===== config.mk =====
export PLATFORM = sky130hd
export DESIGN_NAME = calc_seq_ctrl
export DESIGN_NICKNAME = d
export VERILOG_FILES = /design/src/rtl/calc_seq_ctrl.sv
export SDC_FILE = /design/constraint.sdc
export NUM_CORES = 1
export LEC_CHECK = 0
export ABC_AREA = 0
export BUFFER_PORTS_ARGS = -buffer_cell sky130_fd_sc_hd__buf_2
export CORE_ASPECT_RATIO = 2
export CORE_UTILIZATION = 48
export CTS_CLUSTER_DIAMETER = 120
export DETAILED_ROUTE_END_ITERATION = 10
export GPL_TIMING_DRIVEN = 0
export PLACE_DENSITY = 0.72
export SLEW_MARGIN = 10
export SYNTH_ARGS = -nofsm -noshare
export SYNTH_HDL_FRONTEND = slang
export SYNTH_SLANG_ARGS = --single-unit

===== constraint.sdc =====
create_clock -name clk_i -period 4.5 [get_ports clk_i]
set_input_delay 0.225 -clock clk_i [delete_from_list [all_inputs] [get_ports clk_i]]
set_output_delay 0.225 -clock clk_i [all_outputs]
set_load 0.01 [all_outputs]

===== src/rtl/calc_seq_ctrl.sv =====
// rtl/calc_seq_ctrl.sv - calculator sequencing controller
//
// Purpose:
//   The controller detects rising edges on the nine front-panel button levels.
//   It builds two two-digit decimal operands from the digit buttons.
//   On an operation button it runs the shared arithmetic unit, then the
//   binary-to-BCD converter, using start/done handshakes for both.
//   It latches the display digits and the dot, neg and err flags.
//
// Ports:
//   clk_i, rst_i     clock, synchronous active-high reset
//   b1_i..b9_i       button levels
//                    b1/b2 step A tens/units, b3/b4 step B tens/units
//                    b5 add, b6 sub, b7 mul, b8 div, b9 concat
//   op_a_o, op_b_o   operands, binary 0..99
//   op_code_o        0 add, 1 sub, 2 mul, 3 div, 4 concat
//   alu_start_o      start pulse to the arithmetic unit
//   alu_done_i       completion pulse from the arithmetic unit
//   alu_result_i     arithmetic result
//   bcd_bin_o        value presented to the converter
//   bcd_start_o      start pulse to the converter
//   bcd_done_i       completion pulse from the converter
//   bcd_digits_i     converter output
//   disp_bcd_o       latched display digits
//   dot_o            decimal point enable
//   neg_o            result is negative
//   err_o            divide-by-zero or timeout
//   busy_o           an operation is in flight

module calc_seq_ctrl #(
  parameter int TIMEOUT = 64
) (
  input  logic        clk_i,
  input  logic        rst_i,
  input  logic        b1_i,
  input  logic        b2_i,
  input  logic        b3_i,
  input  logic        b4_i,
  input  logic        b5_i,
  input  logic        b6_i,
  input  logic        b7_i,
  input  logic        b8_i,
  input  logic        b9_i,
  output logic [6:0]  op_a_o,
  output logic [6:0]  op_b_o,
  output logic [2:0]  op_code_o,
  output logic        alu_start_o,
  input  logic        alu_done_i,
  input  logic [16:0] alu_result_i,
  output logic [16:0] bcd_bin_o,
  output logic        bcd_start_o,
  input  logic        bcd_done_i,
  input  logic [15:0] bcd_digits_i,
  output logic [15:0] disp_bcd_o,
  output logic        dot_o,
  output logic        neg_o,
  output logic        err_o,
  output logic        busy_o
);

  localparam int CW = $clog2(TIMEOUT + 1);

  localparam logic [2:0] OP_ADD = 3'd0;
  localparam logic [2:0] OP_SUB = 3'd1;
  localparam logic [2:0] OP_MUL = 3'd2;
  localparam logic [2:0] OP_DIV = 3'd3;
  localparam logic [2:0] OP_CAT = 3'd4;

  typedef enum logic [1:0] {
    S_IDLE = 2'd0,
    S_CALC = 2'd1,
    S_CONV = 2'd2,
    S_SHOW = 2'd3
  } state_e;

  state_e        state_q, state_d;
  logic [8:0]    btn, btn_q, press;
  logic          digit_press, op_press, accept;
  logic [3:0]    a_t_q, a_u_q, b_t_q, b_u_q;
  logic [6:0]    a_val, b_val;
  logic [2:0]    op_sel;
  logic          swap, div0, timeout_hit;
  logic [CW-1:0] cnt_q;
  logic [6:0]    op_a_q, op_b_q;
  logic [2:0]    op_code_q;
  logic [16:0]   bcd_bin_q;
  logic [15:0]   disp_q;
  logic          dot_q, neg_q, err_q;

  function automatic logic [3:0] inc_digit(input logic [3:0] d);
    return (d == 4'd9) ? 4'd0 : d + 4'd1;
  endfunction

  assign btn         = {b9_i, b8_i, b7_i, b6_i, b5_i, b4_i, b3_i, b2_i, b1_i};
  assign press       = btn & ~btn_q;
  assign digit_press = |press[3:0];
  assign op_press    = |press[8:4];
  assign accept      = (state_q == S_IDLE) || (state_q == S_SHOW);

  assign a_val = 7'(a_t_q) * 7'd10 + 7'(a_u_q);
  assign b_val = 7'(b_t_q) * 7'd10 + 7'(b_u_q);

  // Lowest-numbered operation button wins when several land together.
  always_comb begin
    op_sel = OP_CAT;
    if (press[4])      op_sel = OP_ADD;
    else if (press[5]) op_sel = OP_SUB;
    else if (press[6]) op_sel = OP_MUL;
    else if (press[7]) op_sel = OP_DIV;
  end

  // Decisions use the digit registers directly.
  // op_a_q/op_b_q lag the digits by one cycle.
  assign swap        = (op_sel == OP_SUB) && (a_val < b_val);
  assign div0        = (op_sel == OP_DIV) && (b_val == 7'd0);
  assign timeout_hit = (cnt_q == CW'(TIMEOUT - 1));

  // State register
  always_ff @(posedge clk_i) begin
    if (rst_i) state_q <= S_IDLE;
    else       state_q <= state_d;
  end

  // Next-state logic
  always_comb begin
    state_d = state_q;
    unique case (state_q)
      S_IDLE, S_SHOW: begin
        if (op_press)                          state_d = div0 ? S_SHOW : S_CALC;
        else if (digit_press && state_q == S_SHOW) state_d = S_IDLE;
      end
      S_CALC: begin
        if (alu_done_i)       state_d = S_CONV;
        else if (timeout_hit) state_d = S_SHOW;
      end
      S_CONV: begin
        if (bcd_done_i)       state_d = S_SHOW;
        else if (timeout_hit) state_d = S_SHOW;
      end
      default: state_d = S_IDLE;
    endcase
  end

  // Outputs decoded from state.
  // The count is zero only in the first cycle after entering CALC or CONV.
  always_comb begin
    busy_o      = 1'b0;
    alu_start_o = 1'b0;
    bcd_start_o = 1'b0;
    unique case (state_q)
      S_CALC: begin
        busy_o      = 1'b1;
        alu_start_o = (cnt_q == '0);
      end
      S_CONV: begin
        busy_o      = 1'b1;
        bcd_start_o = (cnt_q == '0);
      end
      default: ;
    endcase
  end

  // Any state change restarts the wait counter.
  // This covers entry into CALC and entry into CONV.
  always_ff @(posedge clk_i) begin
    if (rst_i)                  cnt_q <= '0;
    else if (state_d != state_q) cnt_q <= '0;
    else if (busy_o)             cnt_q <= cnt_q + CW'(1);
  end

  always_ff @(posedge clk_i) begin
    if (rst_i) begin
      btn_q     <= '0;
      a_t_q     <= '0;
      a_u_q     <= '0;
      b_t_q     <= '0;
      b_u_q     <= '0;
      op_a_q    <= '0;
      op_b_q    <= '0;
      op_code_q <= OP_ADD;
      bcd_bin_q <= '0;
      disp_q    <= '0;
      dot_q     <= 1'b0;
      neg_q     <= 1'b0;
      err_q     <= 1'b0;
    end else begin
      // Edge history tracks the buttons even while busy.
      // A button held through an operation therefore does not fire afterwards.
      btn_q <= btn;
      unique case (state_q)
        S_IDLE, S_SHOW: begin
          if (op_press) begin
            op_code_q <= op_sel;
            op_a_q    <= swap ? b_val : a_val;
            op_b_q    <= swap ? a_val : b_val;
            neg_q     <= swap;
            err_q     <= div0;
            dot_q     <= div0;
            if (div0) disp_q <= '0;
          end else begin
            if (press[0]) a_t_q <= inc_digit(a_t_q);
            if (press[1]) a_u_q <= inc_digit(a_u_q);
            if (press[2]) b_t_q <= inc_digit(b_t_q);
            if (press[3]) b_u_q <= inc_digit(b_u_q);
            op_a_q <= a_val;
            op_b_q <= b_val;
            if (digit_press && state_q == S_SHOW) begin
              dot_q <= 1'b0;
              neg_q <= 1'b0;
              err_q <= 1'b0;
            end
          end
        end
        S_CALC: begin
          if (alu_done_i) begin
            bcd_bin_q <= alu_result_i;
          end else if (timeout_hit) begin
            err_q  <= 1'b1;
            disp_q <= '0;
            dot_q  <= (op_code_q != OP_CAT);
          end
        end
        S_CONV: begin
          if (bcd_done_i) begin
            disp_q <= bcd_digits_i;
            dot_q  <= (op_code_q != OP_CAT);
          end else if (timeout_hit) begin
            err_q  <= 1'b1;
            disp_q <= '0;
            dot_q  <= (op_code_q != OP_CAT);
          end
        end
        default: ;
      endcase
    end
  end

  assign op_a_o     = op_a_q;
  assign op_b_o     = op_b_q;
  assign op_code_o  = op_code_q;
  assign bcd_bin_o  = bcd_bin_q;
  assign disp_bcd_o = disp_q;
  assign dot_o      = dot_q;
  assign neg_o      = neg_q;
  assign err_o      = err_q;

endmodule


# After elaboration in Yosys (flattened, before gate mapping)
# Cells that the tools add are included.
# op_classes
div	0
mul	2
n_bitwise	3
addsub	7
n_reduce_logical	22
n_shift	0
n_mux	39
n_eq_ne	17
magnitude_cmp	1
# op_table
op	count
$mux 16	5
$pmux 16 s3	1
$mux 7	4
$reduce_and 3->1	6
$add 4x1->4 const B	4
$eq 4x4->1 const B	4
$mux 4	4
$add 7x4->7	2
$logic_not 7->1	2
$mul 4x3->6 const B	2
$mux 1	12
$mux 2	6
$mux 3	4
$and 9x9->9	1
$not 9->9	1
$ne 2x2->1 const B	4
$reduce_and 2->1	4
$add 7x1->7 const B	1
$eq 7x6->1 const B	1
$lt 7x7->1	1
$ne 3x3->1 const B	2
$pmux 1 s3	2
$pmux 2 s3	1
$reduce_or 2->1	3
11 further kinds	14
# totals
output_inout_bits	56
rom_bits	0
mem_bits_rw	0
inputBits	46
word_cells	106
latchBits	0
reg_bits	87
mem_count	0

# Logic depth before layout (Yosys ltp)
# Gate-level depths: netlist of run 1.
# logic_depth
ltp_word	13
ltp_mapped	17
ltp_nobuf	15

# Worst setup path after synthesis of run 1
# No wires, ideal clock.
# synth_path
path_type	register to register
start	register b_t_q[1]
end	register op_a_q[2] (netlist: op_a_o[2])
path_slack_ns	1.114
setup_ns	0.132
t_arrival_ns	3.254
required_time_ns	4.368
n_path_buf	2
stages_incl_launch_ff	18
synth_period_minus_slack_ns	3.386
path_cell_list	dfxtp_1 ha_1 ha_1 inv_1 fa_1 nand2b_1 o21bai_1 and2_1 inv_1 ha_1 a21o_1 nand2_1 nand3_1 a21oi_1 buf_2 buf_2 mux2i_1 nor3_1
# synth_between
elab_chain_len	6
# synth_rtl
item	line_no	rtl
start: declaration	79	logic [3:0] a_t_q, a_u_q, b_t_q, b_u_q;
start signal: assignment	203	if (press[2]) b_t_q <= inc_digit(b_t_q);
$mul 4x3->6 (*)	101	assign b_val = 7'(b_t_q) * 7'd10 + 7'(b_u_q);
$add 7x4->7 (*)	101	
$lt 7x7->1	114	assign swap = (op_sel == OP_SUB) && (a_val < b_val);
$logic_and 1x1->1	114	
$mux 7 (*)	194	op_a_q <= swap ? b_val : a_val;
$mux 7 (*)	192	if (op_press) begin
end signal: assignment	194	
end signal: assignment	205	op_a_q <= a_val;
end: declaration	84	logic [6:0] op_a_q, op_b_q;
# Mark *: on every way between the ends. The rest lies on a longest branch, timed or not.
# A chain may end at the register's enable or synchronous reset.

# Worst setup path after layout of run 1
# Same ends and word-level chain as after synthesis.

==> reports/results.ini, run 1 <==
[flow_run]
maxCapViolCount=0

[finish]
syn_to_final_growth_pct=20.6
antenna_cells=0
n_fill_cell=818
final_core_util_pct=59.7
nets=714
multi_input_area_mm2=0.00252
drive_above_1_share_pct=19.1
regArea_mm2=0.00174

[clock_network]
insertion_delay_ns=0.34
path_clk_slew_ns=0.06
hold_buffers=0
cts_setup_buffers=0
cts_tree=built
htreeDepth=3
cts_buffer_depth=2
root_buffer=clkbuf_16
cts_sinks=87
numCtsBuffers=9
cts_resized=0

[sta]
tns_ns=0
hold_violations=0
max_freq_mhz=253
period_minus_slack_ns=3.94
tightest_slew_ns=0.791
slew_viol_final=0
setup_viol=0
relSlewSlack_pct=46.9
rsz0062_at_grt=no
fin_skew_ns=0.00899
finalCritPeriodShare_pct=87.7

[routing]
vias=4180
drt_wl_total_um=11500
avgRoutedWirePerCell_um=15.4
drtIter0Drc=232
drt_pass1_iterations=4
drcViolationCount=0
viasPerCell=5.60
ant_nets=0

[die]
die_area_mm2=0.00970
fp.dieW_um=70.2
core.rowCount=49
core_mm2=0.00901
die_y_um=138
io_pins=102
start_util_pct=49.5

[place]
io_buffers=101
hpwl_um=9200
gp_congestion=0.944

[critical_path]
worstPathArrival_ns=4.16
cp-end-kind=flip-flop
critPathMaxFanout=10
startpoint_type=flip-flop
critPathKind=reg -> reg
reg2reg_to=op_a_o[2]$_SDFFE_PP0N_
crit_required_ns=4.71
r2r_slack_ns=0.56
r2r_cells=17
worstReg2RegStart=b_t_q[1]$_SDFFE_PP0P_
critPathLaunch=b_t_q[1]$_SDFFE_PP0P_
critPathCapture=op_a_o[2]$_SDFFE_PP0N_

[logic_synthesis]
yosys.area.top_type=dfxtp_1
synth_common_cells=dfxtp_1, nand2_1, a21oi_1
syn_inst=528
netlist_area_mm2=0.00446
synth_nets=602
syn_area_per_cell_um2=8.45
yosysWarnings=0
synth.most_common_cell=dfxtp_1
ys_seq_area_share_pct=39.1
synth.area.top_cells=dfxtp_1, ha_1, nand2_1
synth_edf_count=0
synth-main-ff-cell=dfxtp_1
ys_ff_latch=87
async_flop_share_pct=0
ys_types=54
synth.top_cell.area_share_pct=39.1

[pwr]
power.density_mw_per_mm2=456
finalPower_mw=2.45
leakagePower_nw=2.23
vdd_drop_max_mv=0.206

[grt]
grt_pass1_wl_um=18900
grt_max_degree=15
antenna_found_initial=0
grt_pass1_vias=4190
grt_overflow=0
grtUsageTotal_pct=24.5

[worst_hold_path]
holdCritPathClass=in -> reg

[outcome]
outcome=finished clean

==> metal layers <==
metal / global-route usage (%) / share of wire, % / vias up
li1: - / - / 2053
met1: 22.7 / 35 / 1956
met2: 48.1 / 56 / 134
met3: 4.66 / 4.4 / 37
met4: 12.7 / 4.4 / 0
met5: 0 / 0 / -
==> power breakdown <==
group	internal [mW]	total [mW]	switching [mW]	leakage, nW
registers	0.873	0.938	0.0642	0.707
logic	0.298	0.806	0.508	1.38
clock network	0.405	0.708	0.303	0.139
==> cells by family (layout without fill, tap and decap cells) <==
| family | after synthesis | count (layout) | synth area share [%] |
|---|---|---|---|
| flip-flops | 87 | 87 | 39.1 |
| multiplexers | 16 | 16 | 3.59 |
| AND/OR/NAND/NOR | 201 | 201 | 22.4 |
| buffers and inverters | 51 | 168 | 4.52 |
| XOR/XNOR | 23 | 23 | 4.52 |
| adder cells (fa/ha/maj) | 28 | 28 | 8.53 |
| AO/OA/AOI/OAI | 122 | 122 | 17.4 |
==> worst min path at each step <==
stage	from	to	cells past startpoint
2_1_floorplan	b1_i	btn_q[0]$_SDFF_PP0_	1
3_3_place_gp	bcd_bin_o[9]$_SDFFE_PP0P_	bcd_bin_o[9]$_SDFFE_PP0P_	2
3_5_place_dp	bcd_bin_o[13]$_SDFFE_PP0P_	bcd_bin_o[13]$_SDFFE_PP0P_	2
4_1_cts	b9_i	btn_q[8]$_SDFF_PP0_	2
5_1_grt	b3_i	btn_q[2]$_SDFF_PP0_	2
6_report	b9_i	btn_q[8]$_SDFF_PP0_	2
==> through the flow <==
stage               area (µm²)  hold WS, ns  std cells  setup slack (ns)
finish                    5380        0.102        747             0.555
global route              5380        0.111        747             0.331
CTS                       5380       0.0999        747             0.587
detailed placement        5090        0.444        731             0.622
global placement          5090        0.441        731             0.680
floorplan                 4460        0.353        528              1.11
==> critical path: stages (launching register included) <==
cell and delay (ns):
dfxtp_1 0.47, ha_1 0.29, ha_1 0.19, inv_1 0.06, fa_1 0.42, nand2b_1 0.19, o21bai_1 0.18, and2_1 0.21
inv_1 0.15, ha_1 0.27, a21o_1 0.16, nand2_1 0.06, nand3_1 0.09, a21oi_1 0.17, buf_2 0.27, buf_2 0.28
mux2i_1 0.27, nor3_1 0.08
==> layout make-up <==
cell class                 instances  share of cell area, %
multi-input combinational        390                   46.8
sequential                        87                   32.4
timing repair buffer             101                   9.40
clock buffer                      12                   4.77
tap                              102                   2.37
buffer                            27                   2.07
inverter                          24                   1.67
clock inverter                     4                  0.558
==> state kept, by name, indices dropped and copies added, names as in the netlist <==
signal,cells
a_t_q,4
op_b_o,7
state_q,2
op_code_o,3
disp_bcd_o,16
a_u_q,4
cnt_q,7
op_a_o,7
bcd_bin_o,17
dot_o,1
err_o,1
neg_o,1
b_u_q,4
btn_q,9
b_t_q,4
==> cells in the final DEF, fill, tap and decap left out, types with 6 or more instances in the layout <==
cell / synthesis / layout
o21ai_0: 27 / 27
mux2i_1: 16 / 16
xor2_1: 6 / 6
dfxtp_1: 87 / 87
nand2_1: 78 / 78
a211oi_1: 11 / 11
nand2b_1: 7 / 7
xnor2_1: 17 / 17
a21oi_1: 47 / 47
clkbuf_16: 0 / 9
nand3_1: 11 / 11
nor3_1: 7 / 7
buf_2: 2 / 103
a21o_1: 6 / 6
inv_1: 23 / 23
ha_1: 24 / 24
clkbuf_1: 22 / 23
nor2_1: 40 / 40
nor2b_1: 27 / 27
Power figures use the tool's default switching activity.
==> run 2, diff against run 1 <==
--- a/config.mk
+++ b/config.mk
@@ -8,6 +8,7 @@
 export ABC_AREA = 0
 export BUFFER_PORTS_ARGS = -buffer_cell sky130_fd_sc_hd__buf_2
 export CORE_ASPECT_RATIO = 2
+export CORE_MARGIN = 4
 export CORE_UTILIZATION = 48
 export CTS_CLUSTER_DIAMETER = 120
 export DETAILED_ROUTE_END_ITERATION = 10
==> constraint.sdc (replaced) <==
create_clock -name clk_i -period 4.5 [get_ports clk_i]
set_input_delay 0.9 -clock clk_i [delete_from_list [all_inputs] [get_ports clk_i]]
set_output_delay 0.9 -clock clk_i [all_outputs]
set_load 0.01 [all_outputs]
==> reports/results.ini, run 2 (same netlist as run 1, synthesis figures left out) <==
[routing]
drt_pass1_iterations=4  ; unchanged
drtIter0Drc=260  ; +12%
avgRoutedWirePerCell_um=16.2  ; +5.0%
drt_wl_total_um=12100  ; +5.0%
vias=4140  ; -0.96%
ant_nets=0  ; unchanged
drcViolationCount=0  ; unchanged
viasPerCell=5.54  ; -0.96%

[worst_hold_path]
holdCritPathClass=reg -> reg

[flow_run]
maxCapViolCount=0  ; unchanged

[finish]
syn_to_final_growth_pct=20.7  ; about the same
drive_above_1_share_pct=18.9  ; -0.16 points
instances_no_fill=747  ; unchanged
antenna_cells=0  ; unchanged
layout_commonest_cell=buf_2
largest_register_ffs=17  ; unchanged
fin_area_mm2=0.00538  ; about the same
mostFrequentLayoutCells=buf_2, dfxtp_1, nand2_1
nets=714  ; unchanged

[pwr]
vdd_drop_max_mv=0.200  ; -2.7%
power.density_mw_per_mm2=461  ; +1.1%
leakagePower_nw=2.22  ; -0.14%

[grt]
grt_pass1_vias=4330  ; +3.3%
antenna_found_initial=0  ; unchanged
grt_overflow=0  ; unchanged
grt_pass1_wl_um=20100  ; +6.1%
grtUsageTotal_pct=22.4  ; -2.0 points
grt_max_degree=15  ; unchanged

[place]
gp_congestion=0.914  ; -3.2%
hpwl_um=9610  ; +4.4%
placed_area_mm2=0.00509  ; unchanged
place_ws_ns=0.603  ; -0.0189 ns
io_buffers=101  ; unchanged
dpl.cell_count=731  ; unchanged

[clock_network]
htreeDepth=3  ; unchanged
cts_tree=built
cts_setup_buffers=0  ; unchanged
cts_sinks=87  ; unchanged
path_clk_slew_ns=0.06  ; about the same
numCtsBuffers=9  ; unchanged
cts_resized=0  ; unchanged
hold_buffers=0  ; unchanged
cts_buffer_depth=2  ; unchanged
root_buffer=clkbuf_16
insertion_delay_ns=0.34  ; about the same

[sta]
worst_slack_ns=0.623  ; +0.0683 ns
setup_viol=0  ; unchanged
hold_violations=0  ; unchanged
tightest_slew_ns=0.789  ; -0.00126 ns
finalCritPeriodShare_pct=86.1  ; -1.5 points
slew_viol_final=0  ; unchanged
tns_ns=0  ; unchanged
rsz0062_at_grt=no
relSlewSlack_pct=47.4  ; +0.49 points
fin_skew_ns=0.00644  ; -0.00256 ns
period_minus_slack_ns=3.88  ; -0.0683 ns
timing.hold.ws_ns=0.451  ; +0.349 ns
max_freq_mhz=258  ; +1.8%

[critical_path]
startpoint_type=flip-flop
crit_required_ns=4.71  ; about the same
critPathBufInv=4  ; unchanged
critPathMaxFanout=10  ; unchanged
worstPathArrival_ns=4.08  ; -0.08 ns
cp_top_family=adder cells
critPathKind=reg -> reg
crit_top_cell=ha_1
cpPeakStageDelay_ns=0.47  ; about the same
critical_path.cell_chain=ha_1, ha_1, inv_1, fa_1, nand2b_1, o21bai_1, and2_1, inv_1, ha_1, a21o_1, nand2_1, nand3_1, a21oi_1, buf_2, buf_2, mux2i_1, nor3_1
cp-end-kind=flip-flop
critPathSlowestCell=dfxtp_1

[die]
start_util_pct=49.5  ; unchanged
die_y_um=144  ; +4.3%
core_mm2=0.00901  ; unchanged
io_pins=102  ; unchanged
fp.dieW_um=76.2  ; +8.6%
core.rowCount=49  ; unchanged
die_area_mm2=0.0110  ; +13%

[outcome]
outcome=finished clean

## run 2: changes by cell type in the layout (fill, tap and decap cells not counted), sizes merged
cell      delta
clkbuf       -1
clkinv       -1
bufinv       +1
clkinvlp     +1
## run 2: worst reg2reg max path: stages (launching register included)
cell      delay, ns
dfxtp_1        0.47
ha_1           0.29
ha_1           0.19
inv_1          0.06
fa_1           0.42
nand2b_1       0.19
o21bai_1       0.18
and2_1         0.21
inv_1          0.16
ha_1           0.28
a21o_1         0.16
nand2_1        0.06
nand3_1        0.07
a21oi_1        0.14
buf_2          0.26
buf_2          0.28
mux2i_1        0.26
nor3_1         0.08
## run 2: final cells by class
| class | count | area [µm²] |
|---|---|---|
| Clock buffer | 11 | 233 |
| Sequential cell | 87 | 1740 |
| Clock inverter | 5 | 58.8 |
| Fill cell | 841 | 3630 |
| Multi-Input combinational cell | 390 | 2520 |
| Buffer | 27 | 111 |
| Inverter | 24 | 90.1 |
| Timing Repair Buffer | 101 | 505 |
| Tap cell | 102 | 128 |
## run 2: path summary, 6_finish.rpt
kind / slack, ns / cells after the start / endpoint / from
min reg2reg: 0.45 / 2 / bcd_bin_o[13]$_SDFFE_PP0P_ / bcd_bin_o[13]$_SDFFE_PP0P_
max reg2reg: 0.62 / 17 / op_b_o[2]$_SDFFE_PP0N_ / b_t_q[1]$_SDFFE_PP0P_
max: 0.62 / 17 / op_b_o[2]$_SDFFE_PP0N_ / b_t_q[1]$_SDFFE_PP0P_
min: 0.45 / 2 / bcd_bin_o[13]$_SDFFE_PP0P_ / bcd_bin_o[13]$_SDFFE_PP0P_
## run 2: metal layers
metal  GRT usage (%)  vias to the layer above  wire, µm
li1                -                     2051         -
met1            21.1                     1933      4180
met2            44.5                      124      6800
met3            4.11                       32       603
met4            12.1                        0       510
met5               0                        -         0
## run 2: report_power, final
part / total (mW) / internal, mW / leakage [nW] / switching (mW)
Combinational: 0.809 / 0.297 / 1.38 / 0.512
Sequential: 0.938 / 0.873 / 0.707 / 0.0646
Clock: 0.735 / 0.430 / 0.136 / 0.304
## run 2: metrics by stage
step,total power [mW],utilization [%]
after global routing,2.62,59.7
after global placement,1.74,56.5
after floorplan,1.47,-
final,2.48,59.7
after CTS,2.50,59.7
after detailed placement,1.76,56.5
